$ cat config.mk
export PLATFORM = sky130hd
export DESIGN_NAME = boot_exit_ctrl
export DESIGN_NICKNAME = d
export VERILOG_FILES = /design/src/rtl/boot_exit_ctrl.sv
export SDC_FILE = /design/constraint.sdc
export NUM_CORES = 1
export LEC_CHECK = 0
export CORE_MARGIN = 2
export CORE_UTILIZATION = 62
export CTS_CLUSTER_SIZE = 28
export DETAILED_ROUTE_END_ITERATION = 8
export GPL_ROUTABILITY_DRIVEN = 0
export PLACE_DENSITY = 0.8
export SLEW_MARGIN = 15
export SYNTH_ARGS = -nofsm -noshare
export SYNTH_HDL_FRONTEND = slang
export SYNTH_SLANG_ARGS = --single-unit
$ cat constraint.sdc
create_clock -name clk_48mhz -period 3 [get_ports clk_48mhz]
set_input_delay 0.75 -clock clk_48mhz [delete_from_list [all_inputs] [get_ports clk_48mhz]]
set_output_delay 0.75 -clock clk_48mhz [all_outputs]
set_load 0.005 [all_outputs]
$ cat src/rtl/boot_exit_ctrl.sv
// boot_exit_ctrl: waits for the config flash to go idle, then pulls ECP5
// PROGRAMN low for a fixed time to reconfigure into the user image. If the
// device survives, the pulse is retried periodically until reset. An exit
// can be requested by the bootloader (boot) or by a long button press.
module boot_exit_ctrl #(
    parameter int unsigned FLASH_IDLE_CYCLES     = 4800,
    parameter int unsigned PROGRAMN_PULSE_CYCLES = 480,
    parameter int unsigned RETRY_CYCLES          = 4800000,
    parameter int unsigned DEBOUNCE_CYCLES       = 65536,
    parameter int unsigned LONG_PRESS_CYCLES     = 96000000
) (
    input  logic       clk_48mhz,
    input  logic       reset,
    input  logic       boot,
    input  logic       flash_csn,
    input  logic       btn_exit,
    output logic       programn_drive_low,
    output logic       exit_pending,
    output logic       btn_debounced,
    output logic [1:0] state_dbg
);

    typedef enum logic [1:0] {
        IDLE      = 2'd0,
        WAIT_IDLE = 2'd1,
        PULSE     = 2'd2,
        DONE      = 2'd3
    } state_e;

    localparam int IDLE_W  = $clog2(FLASH_IDLE_CYCLES + 1);
    localparam int PULSE_W = $clog2(PROGRAMN_PULSE_CYCLES + 1);
    localparam int RETRY_W = $clog2(RETRY_CYCLES + 1);
    localparam int DEB_W   = $clog2(DEBOUNCE_CYCLES + 1);
    localparam int LP_W    = $clog2(LONG_PRESS_CYCLES + 1);

    localparam logic [IDLE_W-1:0]  IDLE_LAST  = IDLE_W'(FLASH_IDLE_CYCLES - 1);
    localparam logic [PULSE_W-1:0] PULSE_LAST = PULSE_W'(PROGRAMN_PULSE_CYCLES - 1);
    localparam logic [RETRY_W-1:0] RETRY_LAST = RETRY_W'(RETRY_CYCLES - 1);
    localparam logic [DEB_W-1:0]   DEB_LAST   = DEB_W'(DEBOUNCE_CYCLES - 1);
    localparam logic [LP_W-1:0]    LP_MAX     = LP_W'(LONG_PRESS_CYCLES);

    state_e             state_q, state_d;
    logic [IDLE_W-1:0]  idle_cnt_q, idle_cnt_d;
    logic [PULSE_W-1:0] pulse_cnt_q, pulse_cnt_d;
    logic [RETRY_W-1:0] retry_cnt_q, retry_cnt_d;
    logic [DEB_W-1:0]   deb_cnt_q, deb_cnt_d;
    logic [LP_W-1:0]    lp_cnt_q, lp_cnt_d;
    logic               btn_sync1_q, btn_sync1_d;
    logic               btn_sync2_q, btn_sync2_d;
    logic               btn_deb_q, btn_deb_d;
    logic               drive_low_q, drive_low_d;
    logic               exit_pending_q, exit_pending_d;
    logic               long_req;
    logic               exit_req;

    // Button path: 2-FF synchronizer, debounce and long-press detection.
    always_comb begin
        // NOTE: every always_comb output gets a default first so no path
        // leaves it unassigned, which would infer a latch.
        btn_sync1_d = btn_exit;
        btn_sync2_d = btn_sync1_q;
        btn_deb_d   = btn_deb_q;
        deb_cnt_d   = '0;
        lp_cnt_d    = '0;

        // Count only while the synchronized sample disagrees; any bounce
        // back to the debounced level restarts the count.
        if (btn_sync2_q != btn_deb_q) begin
            if (deb_cnt_q == DEB_LAST) begin
                btn_deb_d = ~btn_deb_q;
            end else begin
                deb_cnt_d = deb_cnt_q + DEB_W'(1);
            end
        end

        // Saturate so a held button keeps requesting without wrapping.
        if (btn_deb_q) begin
            lp_cnt_d = (lp_cnt_q == LP_MAX) ? lp_cnt_q : lp_cnt_q + LP_W'(1);
        end
    end

    assign long_req = (lp_cnt_q == LP_MAX);
    assign exit_req = boot | long_req;

    // Exit sequencer: next state, counters and registered outputs.
    always_comb begin
        state_d     = state_q;
        idle_cnt_d  = idle_cnt_q;
        pulse_cnt_d = pulse_cnt_q;
        retry_cnt_d = retry_cnt_q;

        case (state_q)
            IDLE: begin
                if (exit_req) begin
                    state_d    = WAIT_IDLE;
                    idle_cnt_d = '0;
                end
            end
            // The exit is committed here; only a busy flash delays it.
            WAIT_IDLE: begin
                if (!flash_csn) begin
                    idle_cnt_d = '0;
                end else if (idle_cnt_q == IDLE_LAST) begin
                    state_d     = PULSE;
                    pulse_cnt_d = '0;
                end else begin
                    idle_cnt_d = idle_cnt_q + IDLE_W'(1);
                end
            end
            PULSE: begin
                if (pulse_cnt_q == PULSE_LAST) begin
                    state_d     = DONE;
                    retry_cnt_d = '0;
                end else begin
                    pulse_cnt_d = pulse_cnt_q + PULSE_W'(1);
                end
            end
            // Still alive after a pulse: re-check the flash and pulse again.
            DONE: begin
                if (retry_cnt_q == RETRY_LAST) begin
                    state_d    = WAIT_IDLE;
                    idle_cnt_d = '0;
                end else begin
                    retry_cnt_d = retry_cnt_q + RETRY_W'(1);
                end
            end
            default: state_d = IDLE;
        endcase

        // Drive comes straight from a flop so PROGRAMN never glitches; it
        // trails the PULSE state by one cycle but lasts exactly as long.
        drive_low_d    = (state_q == PULSE);
        exit_pending_d = (state_d != IDLE);
    end

    // All state registers with synchronous reset; reset releases PROGRAMN at once.
    always_ff @(posedge clk_48mhz) begin
        // NOTE: sequential state uses non-blocking assignments so every flop
        // samples the pre-edge values regardless of statement order.
        if (reset) begin
            state_q        <= IDLE;
            idle_cnt_q     <= '0;
            pulse_cnt_q    <= '0;
            retry_cnt_q    <= '0;
            deb_cnt_q      <= '0;
            lp_cnt_q       <= '0;
            btn_sync1_q    <= 1'b0;
            btn_sync2_q    <= 1'b0;
            btn_deb_q      <= 1'b0;
            drive_low_q    <= 1'b0;
            exit_pending_q <= 1'b0;
        end else begin
            state_q        <= state_d;
            idle_cnt_q     <= idle_cnt_d;
            pulse_cnt_q    <= pulse_cnt_d;
            retry_cnt_q    <= retry_cnt_d;
            deb_cnt_q      <= deb_cnt_d;
            lp_cnt_q       <= lp_cnt_d;
            btn_sync1_q    <= btn_sync1_d;
            btn_sync2_q    <= btn_sync2_d;
            btn_deb_q      <= btn_deb_d;
            drive_low_q    <= drive_low_d;
            exit_pending_q <= exit_pending_d;
        end
    end

    assign programn_drive_low = drive_low_q;
    assign exit_pending       = exit_pending_q;
    assign btn_debounced      = btn_deb_q;
    assign state_dbg          = state_q;

endmodule

Word level (Yosys, flattened, before mapping). Index checks and enable logic that the tools add are counted.

Register bits after elaboration: 96. Input port bits: 5. Output and inout port bits: 5. Logic and storage cells: 65.

Add/subtract/negate cells: 5. Eq/ne operators: 17. Mux-type cells: 18. Bitwise operators: 3. Reduce and logical (&&, ||, !) cells: 11.

Operator list (number): two-way mux 13 bit (4); two-way mux 23 bit (2); case mux 23 bit (2 select lines) (1); case mux 13 bit (3 select lines) (1); adder 27 x 1 -> 27 bit, second input constant (1); equality test 27 bit, second input constant (1); two-way mux 9 bit (3); adder 23 x 1 -> 23 bit, second input constant (1); equality test 23 bit, second input constant (1); case mux 9 bit (2 select lines) (1); adder 17 x 1 -> 17 bit, second input constant (1); equality test 17 x 16 -> 1 bit, second input constant (1); adder 13 x 1 -> 13 bit, second input constant (1); equality test 13 bit, second input constant (1); != test 2 bit, second input constant (6); two-way mux 2 bit (5); adder 9 x 1 -> 9 bit, second input constant (1); equality test 9 bit, second input constant (1); case mux 2 bit (4 select lines) (1); AND reduction 4 bit (2); nonzero test 2 bit (3); equality test 2 bit, second input constant (2); != test 3 bit, second input constant (1); AND reduction 3 bit (1); 10 further kinds (11).

Logic depth before layout (Yosys ltp).
Depth after elaboration: 5. Depth in mapped cells: 9. Gate-level depth less buffers: 7.

Least setup slack after synthesis. Ideal clock, no wire load.

Path kind: flip-flop to flip-flop. From: register deb_cnt_q[0]. To: register deb_cnt_q[10]. Library setup time: 128 ps. Arrival: 1997 ps. Data required time: 2872 ps. Path slack: 875 ps. Stages on the path, launching flop included: 10. Path buffers: 2. Clock period less this slack: 2125 ps. Cells stage by stage: dfxtp_1 ha_1 nand2_1 nor4_1 and3_1 ha_1 or3_1 clkbuf_1 clkbuf_1 nor2_1.

Longest elaborated chain between the ends: 2. Elaborated cells on any way between the ends: 3. Classes of those cells: add/sub: 1; eq/ne: 1; reduce/logical: 1.

Ends and longest elaborated chain: start, declared (line 46) `logic [DEB_W-1:0] deb_cnt_q, deb_cnt_d;`; start signal, assigned (line 157) `deb_cnt_q <= deb_cnt_d;`; parallel branches: the longest is 2 deep, another holds adder 17 x 1 -> 17 bit.

Several ways; the timed one is not identified. A chain may end at the register's enable or synchronous reset.

Worst setup path after layout.
From: register state_q[1], in the netlist state_dbg[1]. To: output state_dbg[1].

RTL lines: start, declared (line 42) `state_e state_q, state_d;`; start signal, assigned (line 153) `state_q <= state_d;`; end, declared (line 20) `output logic [1:0] state_dbg`.

No word-level cell between the ends.

==> flow_metrics.env <==
export IMPL_cp_max_fo=12
export IMPL_fp_row_count=31
export IMPL_period_share_pct=78.0
export IMPL_grt_max_degree=30
export IMPL_reg2reg_slack_ns=0.79
export IMPL_start_util_pct=64.1
export IMPL_post_cts_setup_buffers=0
export IMPL_final_cells=657
export IMPL_dpl_hpwl_um=6420
export IMPL_worstHoldStart="btn_sync1_q"
export IMPL_finalWirelength_um=9210
export IMPL_clock_fmax_ghz=0.427
export IMPL_min_period_ns=2.34
export IMPL_rsz0062_at_grt="false"
export IMPL_grt_pass1_vias=3654
export IMPL_crit_arrival_ns=1.59
export IMPL_grt_pass1_wl_um=15900
export IMPL_max_cap_violations=0
export IMPL_cts_tree="yes"
export IMPL_cp_num_buf_inv=1
export IMPL_drive_above_1_share_pct=5.56
export IMPL_wl_per_cell_um=14.0
export IMPL_synth_area_um2=4680
export IMPL_report_final_slew_viol_count=0
export IMPL_clk_path_buf_depth=2
export IMPL_die_height_um=90.8
export IMPL_critPathLaunchType="register"
export IMPL_yosysWarnings=0
export IMPL_synth_avg_cell_area_um2=8.47
export IMPL_p_per_area_nw_per_um2=432
export IMPL_diodes=0
export IMPL_finalSetupViolCount=0
export IMPL_required_ns=2.25
export IMPL_ys_ff_latch=96
export IMPL_cts_htree_levels=3
export IMPL_io_pins=10
export IMPL_die_w_um=90.8
export IMPL_regToRegEndpoint="deb_cnt_q[11]"
export IMPL_numCtsBuffers=9
export IMPL_firstDrtPassIters=5
export IMPL_clk_pin_slew_ns=0.09
export IMPL_synthCells=552
export IMPL_synth_nets=564
export IMPL_gr_total_overflow=0
export IMPL_coreArea_um2=7290
export IMPL_max_slew_worst_pin_slew_ns=0.611
export IMPL_synth_enable_flop_cells=0
export IMPL_synth_top_flop_cell="dfxtp_1"
export IMPL_ir_drop_mv=0.344
export IMPL_fin_nets=566
export IMPL_dieArea_um2=8250
export IMPL_reg2reg_depth=7
export IMPL_synth_cell_types=64
export IMPL_cp_top_family="flip-flops"
export IMPL_critical_path_class="reg -> out"
export IMPL_drc=0
export IMPL_dp_cells=642
export IMPL_holdCritPathClass="reg -> reg"
export IMPL_max_slew_margin_pct=59.1
export IMPL_slowest_stage="dfxtp_1"
export IMPL_synth_top_area_cell="dfxtp_1"
export IMPL_drtIter0Drc=205
export IMPL_vias=3955
export IMPL_nFillCells=640
export IMPL_final_setup_tns_ns=0
export IMPL_grtUsageTotal_pct=23.1
export IMPL_numPortBuffers=9
export IMPL_grt_antenna_before_repair=0
export IMPL_status="finished clean"
export IMPL_synthArstFlopShare_pct=0
export IMPL_p_leak_nw=1.50
export IMPL_critPathMaxStageDelay_ns=0.63
export IMPL_synth_area_leaders="dfxtp_1, nor2_1, xnor2_1, nand2_1, or3_1"
export IMPL_r2r_start="deb_cnt_q[0]"
export IMPL_hold_path_depth=1
export IMPL_synth_top_area_share_pct=41.1
export IMPL_clockRootBuffer="clkbuf_8"
export IMPL_finalClockSkew_ns=0.0137
export IMPL_postCtsResizedCells=0
export IMPL_clock_sinks=96
export IMPL_clk_latency_ns=0.36
export IMPL_viasPerCell=6.02
export IMPL_crit_chain="clkdlybuf4s50_1"
export IMPL_holdBufCountCts=0
export IMPL_synth_seq_area_share_pct=41.1
export IMPL_hold_path_end="btn_sync2_q"
export IMPL_end_kind="output pin"
export IMPL_drtAntennaViolNets=0
export IMPL_hold_viol_final=0
export IMPL_area_growth_syn_to_layout_pct=7.12
==> routing by layer <==
layer	routed length, um	vias to the layer above	global-route usage, %	part of all wire, %
li1	-	1989	-	-
met1	4180	1882	27.7	45
met2	4600	74	41.0	50
met3	333	10	5.84	3.6
met4	91	0	6.06	0.99
met5	0	-	0	0
==> how the worst max path moves through the flow <==
stage | start | to | slack, ns | depth (start not counted)
after floorplan | deb_cnt_q[0] | deb_cnt_q[10] | 0.87 | 9
after global placement | flash_csn | idle_cnt_q[5] | 0.70 | 5
after detailed placement | flash_csn | idle_cnt_q[10] | 0.63 | 5
after CTS | state_dbg[1] | state_dbg[1] | 0.65 | 1
after global routing | state_dbg[1] | state_dbg[1] | 0.59 | 1
final | state_dbg[1] | state_dbg[1] | 0.66 | 1
==> placed cells by master, fill, tap and decap left out, types with 11 or more instances in the layout <==
cell type / count
dfxtp_1: 96
nor2_1: 67
nand2_1: 45
nand3_1: 33
a21oi_1: 30
xnor2_1: 28
or3_1: 27
o21ai_0: 24
inv_1: 19
nand4_1: 17
xor2_1: 14
nor4_1: 11
and4_1: 11
nor3_1: 11
==> area by class of cell <==
type | instances | area (um2) | share of cell area, %
Tap cell | 99 | 124 | 2.47
Multi-Input combinational cell | 415 | 2580 | 51.5
Clock inverter | 6 | 68.8 | 1.37
Clock buffer | 9 | 124 | 2.47
Inverter | 19 | 71.3 | 1.42
Sequential cell | 96 | 1920 | 38.4
Timing Repair Buffer | 13 | 120 | 2.40
==> power breakdown <==
part | internal (mW) | switching (mW)
sequential | 1.28 | 0.00521
clock | 0.385 | 0.443
combinational | 0.0203 | 0.0336
==> state kept, by name (all words and copies together) (netlist names) <==
signal	cells
retry_cnt_q	23
state_dbg	2
btn_debounced	1
lp_cnt_q	27
btn_sync1_q	1
idle_cnt_q	13
exit_pending	1
pulse_cnt_q	9
deb_cnt_q	17
btn_sync2_q	1
programn_drive_low	1
==> metrics by stage <==
step | area, um2 | power, mW | hold WS [ns] | util [%] | setup slack [ns]
2_1_floorplan | 4680 | 1.34 | 0.414 | - | 0.875
3_3_place_gp | 4820 | 1.36 | 0.424 | 66.0 | 0.696
3_5_place_dp | 4820 | 1.37 | 0.426 | 66.0 | 0.629
4_1_cts | 5010 | 2.19 | 0.447 | 68.7 | 0.653
5_1_grt | 5010 | 2.25 | 0.458 | 68.7 | 0.589
6_report | 5010 | 2.16 | 0.445 | 68.7 | 0.660
==> cells in the mapped netlist, drive strengths merged, types with 4 or more instances <==
library cell  count
a311oi            4
nor4             12
nand4            18
a21oi            32
clkbuf           10
a31oi             5
and4             11
ha                7
nor3             11
and3              9
and2              6
nand3            34
nor4b             4
nand2            45
o21ai            25
xor2             14
buf              12
nor2             67
xnor2            28
or4               5
a2111oi           5
or3              27
inv              19
dfxtp            96
o211ai            6
mux2i             4
==> cells by family (layout without fill, tap and decap cells) <==
family | after synthesis | in the layout | synth area share, %
adder cells (fa/ha/maj) | 7 | 7 | 1.87
AO/OA/AOI/OAI | 98 | 98 | 14.2
flip-flops | 96 | 96 | 41.1
AND/OR/NAND/NOR | 264 | 264 | 30.4
XOR/XNOR | 42 | 42 | 7.87
buffers and inverters | 41 | 47 | 3.75
multiplexers | 4 | 4 | 0.856
(Power assumes the default switching activity.)
